===== config.mk =====
export PLATFORM = sky130hd
export DESIGN_NAME = viterbi_frame_ctrl_flat
export DESIGN_NICKNAME = d
export VERILOG_FILES = /design/src/rtl/viterbi_frame_ctrl_if.sv /design/src/rtl/viterbi_frame_ctrl.sv /design/src/flat_wrapper.sv
export SDC_FILE = /design/constraint.sdc
export NUM_CORES = 1
export LEC_CHECK = 0
export CAP_MARGIN = 15
export CORE_MARGIN = 2
export CORE_UTILIZATION = 34
export CTS_CLUSTER_SIZE = 12
export DETAILED_ROUTE_END_ITERATION = 8
export GPL_ROUTABILITY_DRIVEN = 0
export GPL_TIMING_DRIVEN = 0
export HOLD_SLACK_MARGIN = 0.03
export PLACE_DENSITY = 0.55
export SETUP_SLACK_MARGIN = 0.02
export SLEW_MARGIN = 20
export SYNTH_ARGS = -nofsm -noshare
export SYNTH_HDL_FRONTEND = slang
export SYNTH_SLANG_ARGS = --single-unit

===== constraint.sdc =====
create_clock -name clk -period 5.75 [get_ports clk]
set_input_delay 0.8625 -clock clk [delete_from_list [all_inputs] [get_ports clk]]
set_output_delay 0.8625 -clock clk [all_outputs]
set_load 0.05 [all_outputs]

===== src/rtl/viterbi_frame_ctrl_if.sv =====
// Bus between the frame sequencer and its payload source, encoder, channel and decoder.
// The master modport is the sequencer's view; the slave modport is the environment's view.
interface viterbi_frame_ctrl_if;
    logic        start_i;
    logic        busy_o;
    logic        done_o;
    logic        bit_req_o;
    logic        bit_i;
    logic        enable_encoder_o;
    logic        encoder_i_o;
    logic        valid_encoder_i;
    logic [1:0]  err_inj_o;
    logic        enable_decoder_o;
    logic        decoder_i;
    logic [15:0] sym_err_ct_o;
    logic [15:0] bit_err_ct_o;

    modport master (
        input  start_i, bit_i, valid_encoder_i, decoder_i,
        output busy_o, done_o, bit_req_o, enable_encoder_o, encoder_i_o,
               err_inj_o, enable_decoder_o, sym_err_ct_o, bit_err_ct_o
    );

    modport slave (
        output start_i, bit_i, valid_encoder_i, decoder_i,
        input  busy_o, done_o, bit_req_o, enable_encoder_o, encoder_i_o,
               err_inj_o, enable_decoder_o, sym_err_ct_o, bit_err_ct_o
    );
endinterface


===== src/rtl/viterbi_frame_ctrl.sv =====
// Frame sequencer: feeds payload plus flush tail to the encoder, schedules channel errors
// per symbol, and scores decoder output against a delayed reference copy of the payload.
module viterbi_frame_ctrl #(
    parameter int unsigned FRAME_LEN = 256,
    parameter int unsigned TAIL      = 2,
    parameter int unsigned DEC_LAT   = 32,
    parameter int unsigned N         = 5,
    parameter int unsigned ERR_START = 27,
    parameter int unsigned ERR_LEN   = 4,
    parameter int unsigned ERR_LIMIT = 256,
    parameter logic [1:0]  ERR_MASK  = 2'b01
) (
    input logic                  clk,
    input logic                  rst_n,
    viterbi_frame_ctrl_if.master bus
);
    typedef enum logic [2:0] {S_IDLE, S_PAYLOAD, S_TAIL, S_DRAIN, S_DONE} state_e;

    localparam logic [15:0] FRAME_LAST  = 16'(FRAME_LEN - 1);
    localparam logic [15:0] TAIL_LAST   = 16'(TAIL - 1);
    localparam logic [15:0] DRAIN_LAST  = 16'(DEC_LAT - 1);
    localparam logic [16:0] MASK_WEIGHT = 17'(ERR_MASK[0]) + 17'(ERR_MASK[1]);

    state_e               state_q, state_d;
    logic [15:0]          cnt_q, cnt_d;
    logic [15:0]          sym_idx_q, sym_idx_d;
    logic [15:0]          sym_err_q, sym_err_d;
    logic [15:0]          bit_err_q, bit_err_d;
    logic [DEC_LAT-1:0]   pipe_vld_q, pipe_vld_d;
    logic [DEC_LAT-1:0]   pipe_bit_q, pipe_bit_d;
    logic                 en_dec_q;

    logic        busy, done, bitReq, encEnable, encBit, payloadCycle;
    logic        startAccept, inject, mismatch;
    logic [31:0] winPos;
    logic [16:0] symSum;

    always_ff @(posedge clk or negedge rst_n) begin
        if (!rst_n) begin
            state_q <= S_IDLE;
            cnt_q   <= '0;
        end else begin
            state_q <= state_d;
            cnt_q   <= cnt_d;
        end
    end

    // cnt runs 0..FRAME_LEN-1 in PAYLOAD, then restarts and runs continuously
    // through TAIL and DRAIN so DRAIN ends DEC_LAT cycles after the last payload bit.
    always_comb begin
        state_d = state_q;
        cnt_d   = cnt_q;
        case (state_q)
            S_IDLE: begin
                if (bus.start_i) begin
                    state_d = S_PAYLOAD;
                    cnt_d   = '0;
                end
            end
            S_PAYLOAD: begin
                if (cnt_q == FRAME_LAST) begin
                    cnt_d   = '0;
                    state_d = (TAIL == 0) ? S_DRAIN : S_TAIL;
                end else begin
                    cnt_d = cnt_q + 16'd1;
                end
            end
            S_TAIL: begin
                cnt_d = cnt_q + 16'd1;
                if (cnt_q == TAIL_LAST) state_d = S_DRAIN;
            end
            S_DRAIN: begin
                cnt_d = cnt_q + 16'd1;
                if (cnt_q == DRAIN_LAST) state_d = S_DONE;
            end
            S_DONE:  state_d = S_IDLE;
            default: state_d = S_IDLE;
        endcase
    end

    always_comb begin
        busy      = 1'b1;
        done      = 1'b0;
        bitReq    = 1'b0;
        encEnable = 1'b0;
        encBit    = 1'b0;
        case (state_q)
            S_IDLE:    busy = 1'b0;
            S_PAYLOAD: begin
                bitReq    = 1'b1;
                encEnable = 1'b1;
                encBit    = bus.bit_i;
            end
            S_TAIL:    encEnable = 1'b1;
            S_DONE:    done = 1'b1;
            default:   ;
        endcase
    end

    assign payloadCycle = (state_q == S_PAYLOAD);
    assign startAccept  = (state_q == S_IDLE) && bus.start_i;

    assign winPos = 32'(sym_idx_q[N-1:0]);
    assign inject = bus.valid_encoder_i && busy && (32'(sym_idx_q) < ERR_LIMIT)
                    && (winPos >= ERR_START) && (winPos < ERR_START + ERR_LEN);

    assign mismatch = pipe_vld_q[DEC_LAT-1] && (pipe_bit_q[DEC_LAT-1] != bus.decoder_i);
    assign symSum   = {1'b0, sym_err_q} + MASK_WEIGHT;

    always_comb begin
        sym_idx_d  = sym_idx_q;
        sym_err_d  = sym_err_q;
        bit_err_d  = bit_err_q;
        pipe_vld_d = (pipe_vld_q << 1) | DEC_LAT'(payloadCycle);
        pipe_bit_d = (pipe_bit_q << 1) | DEC_LAT'(payloadCycle && bus.bit_i);
        if (startAccept) begin
            sym_idx_d  = '0;
            sym_err_d  = '0;
            bit_err_d  = '0;
            pipe_vld_d = '0;
            pipe_bit_d = '0;
        end else begin
            if (busy && bus.valid_encoder_i) sym_idx_d = sym_idx_q + 16'd1;
            if (inject) sym_err_d = symSum[16] ? 16'hFFFF : symSum[15:0];
            if (mismatch && (bit_err_q != 16'hFFFF)) bit_err_d = bit_err_q + 16'd1;
        end
    end

    always_ff @(posedge clk or negedge rst_n) begin
        if (!rst_n) begin
            sym_idx_q  <= '0;
            sym_err_q  <= '0;
            bit_err_q  <= '0;
            pipe_vld_q <= '0;
            pipe_bit_q <= '0;
            en_dec_q   <= 1'b0;
        end else begin
            sym_idx_q  <= sym_idx_d;
            sym_err_q  <= sym_err_d;
            bit_err_q  <= bit_err_d;
            pipe_vld_q <= pipe_vld_d;
            pipe_bit_q <= pipe_bit_d;
            en_dec_q   <= bus.valid_encoder_i;
        end
    end

    assign bus.busy_o           = busy;
    assign bus.done_o           = done;
    assign bus.bit_req_o        = bitReq;
    assign bus.enable_encoder_o = encEnable;
    assign bus.encoder_i_o      = encBit;
    assign bus.err_inj_o        = inject ? ERR_MASK : 2'b00;
    assign bus.enable_decoder_o = en_dec_q;
    assign bus.sym_err_ct_o     = sym_err_q;
    assign bus.bit_err_ct_o     = bit_err_q;
endmodule


===== src/flat_wrapper.sv =====
// flat-port wrapper written by rule: the top's interface ports become plain ports
module viterbi_frame_ctrl_flat 
#(
    parameter int unsigned FRAME_LEN = 256,
    parameter int unsigned TAIL      = 2,
    parameter int unsigned DEC_LAT   = 32,
    parameter int unsigned N         = 5,
    parameter int unsigned ERR_START = 27,
    parameter int unsigned ERR_LEN   = 4,
    parameter int unsigned ERR_LIMIT = 256,
    parameter logic [1:0]  ERR_MASK  = 2'b01
)
  (clk, rst_n, bus_start_i, bus_bit_i, bus_valid_encoder_i, bus_decoder_i, bus_busy_o, bus_done_o, bus_bit_req_o, bus_enable_encoder_o, bus_encoder_i_o, bus_err_inj_o, bus_enable_decoder_o, bus_sym_err_ct_o, bus_bit_err_ct_o);
  viterbi_frame_ctrl_if bus_i ();
  input logic clk;
  input logic rst_n;
  input wire logic [$bits(bus_i.start_i)-1:0] bus_start_i;
  input wire logic [$bits(bus_i.bit_i)-1:0] bus_bit_i;
  input wire logic [$bits(bus_i.valid_encoder_i)-1:0] bus_valid_encoder_i;
  input wire logic [$bits(bus_i.decoder_i)-1:0] bus_decoder_i;
  output wire logic [$bits(bus_i.busy_o)-1:0] bus_busy_o;
  output wire logic [$bits(bus_i.done_o)-1:0] bus_done_o;
  output wire logic [$bits(bus_i.bit_req_o)-1:0] bus_bit_req_o;
  output wire logic [$bits(bus_i.enable_encoder_o)-1:0] bus_enable_encoder_o;
  output wire logic [$bits(bus_i.encoder_i_o)-1:0] bus_encoder_i_o;
  output wire logic [$bits(bus_i.err_inj_o)-1:0] bus_err_inj_o;
  output wire logic [$bits(bus_i.enable_decoder_o)-1:0] bus_enable_decoder_o;
  output wire logic [$bits(bus_i.sym_err_ct_o)-1:0] bus_sym_err_ct_o;
  output wire logic [$bits(bus_i.bit_err_ct_o)-1:0] bus_bit_err_ct_o;
  assign bus_i.start_i = bus_start_i;
  assign bus_i.bit_i = bus_bit_i;
  assign bus_i.valid_encoder_i = bus_valid_encoder_i;
  assign bus_i.decoder_i = bus_decoder_i;
  assign bus_busy_o = bus_i.busy_o;
  assign bus_done_o = bus_i.done_o;
  assign bus_bit_req_o = bus_i.bit_req_o;
  assign bus_enable_encoder_o = bus_i.enable_encoder_o;
  assign bus_encoder_i_o = bus_i.encoder_i_o;
  assign bus_err_inj_o = bus_i.err_inj_o;
  assign bus_enable_decoder_o = bus_i.enable_decoder_o;
  assign bus_sym_err_ct_o = bus_i.sym_err_ct_o;
  assign bus_bit_err_ct_o = bus_i.bit_err_ct_o;
  viterbi_frame_ctrl #(.FRAME_LEN(FRAME_LEN), .TAIL(TAIL), .DEC_LAT(DEC_LAT), .N(N), .ERR_START(ERR_START), .ERR_LEN(ERR_LEN), .ERR_LIMIT(ERR_LIMIT), .ERR_MASK(ERR_MASK)) u_core (.clk(clk), .rst_n(rst_n), .bus(bus_i));
endmodule

==> results.cfg <==
[status]
status = finished, final reports clean

[worst_setup_path]
reg2reg_from = u_core.state_q[0]
crit_start = bus_valid_encoder_i
worst_path_largest_cell_delay_ns = 0.79
crit_chain = clkdlybuf4s50_1 -> o31a_1 -> nand4_1 -> nor2_1 -> buf_4 -> clkdlybuf4s50_1
cpMostUsedCell = clkdlybuf4s50_1
startpoint_type = input port
worstPathRequired_ns = 4.89
critPathTopFamily = buffers and inverters
critPathMaxFanout = 8
cp.arrival_ns = 3.50
critPathKind = in2out
crit_buf_inv = 3
endpoint_kind = output port
slowest_stage = clkdlybuf4s50_1

[logic_synthesis]
synth_edf_count = 0
async_reset_ff_frac = 1.000
synth_top_cell_area_share = 0.5709
synth_area_leaders = dfrtp_1, nor2b_1, nor2_1, xnor2_1, nand3_1
synth_nets = 560
ys_seq_area_frac = 0.5709
netlist_instances = 549
synth_top_cell_by_area = dfrtp_1
synth.avg_cell_area_um2 = 10.54
ys_ff_latch = 132
ys.flop_type = dfrtp_1
yosysUniqueCellTypes = 56
ys_warn_count = 0
syn_area_um2 = 5786

[cts]
clock_sinks = 132
path_clk_slew_ns = 0.06
cts_buffers = 17
cts_hold_buffers = 0
cts_root_buffer = clkbuf_16
clkLatencyLatePin_ns = 0.41
htreeDepth = 4
post_cts_buffers = 0
cts_buffer_depth = 2
cts_tree = done
cts_resized = 0

[grt]
antenna_found_initial = 0
grt_pass1_wl_um = 19970
overflow = 0
grt_pass1_vias = 4115
grt_usage = 0.1398
grt_max_degree = 73

[timing]
worst_pin_slew_ns = 0.9047
max_freq_mhz = 229.2
final.setup_skew_ns = 0.004726
min_period_ns = 4.364
setup_viol = 0
timing.slew.headroom = 0.3913
setup_slack_ns = 1.386
final_hold_viol_count = 0
whs_ns = 0.3683
finalCritPeriodShare = 0.7589
finalMaxSlewViolations = 0
rsz0062_at_grt = false

[final_layout]
antenna_cells = 0
fin_nets = 624
fillerInstances = 1588
area_growth_pct = 23.31
drive_gt1_frac = 0.08626

[pwr]
irDropWorstVdd_mv = 0.2356
leakage_nw = 2.889
power_density_nw_per_um2 = 337.2

[routing]
vias = 4224
routedWlPerCell_um = 13.75
drt_first_iter_violations = 170
drc = 0
firstDrtPassIters = 4
via_per_inst = 4.993
antenna_left = 0
wl_um = 11630

[floorplanning]
initial_core_util = 0.3489
die_h_um = 134.4
fp-row-count = 47
die_area_um2 = 18080
pin_count = 46
core_um2 = 16580
die_w_um = 134.4

[placed_design]
dp_slack_ns = 1.409
hpwl_um = 7788
portBuffers = 44

[min_path]
hold_class = in2async

[flow_run]
max_cap_violations = 0
[registers in the layout (all words and copies together), names as in the netlist]
| register | flops |
|---|---|
| u_core.bus.sym_err_ct_o | 16 |
| u_core.pipe_bit_q | 32 |
| u_core.pipe_vld_q | 32 |
| u_core.cnt_q | 16 |
| u_core.sym_idx_q | 16 |
| u_core.state_q | 3 |
| u_core.bus.enable_decoder_o | 1 |
| u_core.bus.bit_err_ct_o | 16 |
[cells by family (layout without fill, tap and decap cells)]
group	after synthesis	after routing	share of synthesized area
simple gates	268	268	0.2589
flops	132	132	0.5709
other cells	1	1	0.0006482
mux	2	2	0.003460
buf+inv	34	111	0.02530
fa+ha+maj	5	5	0.01081
xor+xnor	29	29	0.04390
compound gates	78	78	0.08608
[per-stage QoR]
step                cells  power [W]  setup TNS [ns]    util  instance area (um2)
floorplan             549   0.001230               0       -                 5786
global placement      813   0.001334         -172.73  0.3920                 6501
detailed placement    814   0.001344               0  0.3940                 6534
CTS                   846   0.002441               0  0.4302                 7134
global route          846   0.002517               0  0.4302                 7134
finish                846   0.002406               0  0.4302                 7134
[cells in the final DEF, fill, tap and decap left out, drive strengths merged, types with 10 or more instances in the layout]
master / synthesis / routed
nand4: 16 / 16
nand2: 22 / 22
inv: 12 / 16
nor4: 15 / 15
nor3: 24 / 24
nor2: 49 / 49
xnor2: 19 / 19
dfrtp: 132 / 132
clkdlybuf4s50: 0 / 43
nor2b: 64 / 64
clkbuf: 13 / 33
and3: 11 / 11
xor2: 10 / 10
a21oi: 26 / 26
buf: 9 / 11
nand3: 28 / 28
o21ai: 15 / 15
[routing by layer]
metal  GRT usage  share of wire  vias up  wire length, um
met3     0.04460          0.036       12              417
met2      0.2154           0.46       73             5399
met1      0.1857           0.49     2066             5654
met5           0              0        -                0
met4     0.05029          0.014        0              158
li1            -              -     2073                -
[cell type report]
class	count	area (um2)	share of cell area
flip-flops and latches	132	3303	0.4630
multi-input cells	383	2336	0.3274
repair buffers	45	473.0	0.06629
clock buffers	20	456.7	0.06401
well taps	220	275.3	0.03858
clock inverters	12	143.9	0.02017
plain buffers	22	101.3	0.01421
inverters	12	45.04	0.006314
[worst register-to-register path, cell delays in order (launching register included)]
cell,delay (ns)
dfrtp_1,0.37
or3b_2,0.18
clkbuf_1,0.22
inv_1,0.18
nor4_1,0.68
buf_2,0.34
buf_1,0.41
nor2_1,0.10
[where the power goes]
part           leakage [nW]  total [W]  switching (W)  internal, W
Clock                 0.284    0.00108       0.000414     0.000668
Combinational          1.05   0.000289       0.000186     0.000104
Sequential             1.55    0.00103      0.0000555     0.000978
Total                  2.89    0.00241       0.000655      0.00175
[final timing paths]
check / endpoint / slack [ns] / cells past startpoint
max: bus_err_inj_o[0] / 1.39 / 6
min: u_core.bus.bit_err_ct_o[10] / 0.37 / 1
max reg2reg: u_core.bus.bit_err_ct_o[10] / 3.13 / 7
min reg2reg: u_core.pipe_vld_q[24] / 0.46 / 1
max in group asynchronous: u_core.cnt_q[12] / 4.69 / 2
min in group clk: u_core.pipe_vld_q[24] / 0.46 / 1
[synthesized netlist by cell type (2+ instances only)]
master    number
and4_1         7
nor4_1        15
nor2_1        49
xnor2_1       19
inv_1         12
or4_1          4
buf_2          3
a31oi_1        6
and4b_1        2
a21oi_1       25
buf_4          2
o21ai_1        2
nand2_1       22
dfrtp_1      132
or2_2          4
mux2i_1        2
and3_1        11
o211a_1        2
or4_4          3
ha_1           5
clkbuf_1      13
o21ai_0       12
a211oi_1       7
a21o_1         5
a22o_1         2
nor2b_1       64
nand4_1       16
or3b_2         2
a311oi_1       2
xor2_1        10
nor3_1        23
and2_1         6
nor3b_1        2
o31ai_1        3
nand3_1       28
o22ai_1        2
or3_1          4
buf_1          3
Power figures use the tool's default switching activity.
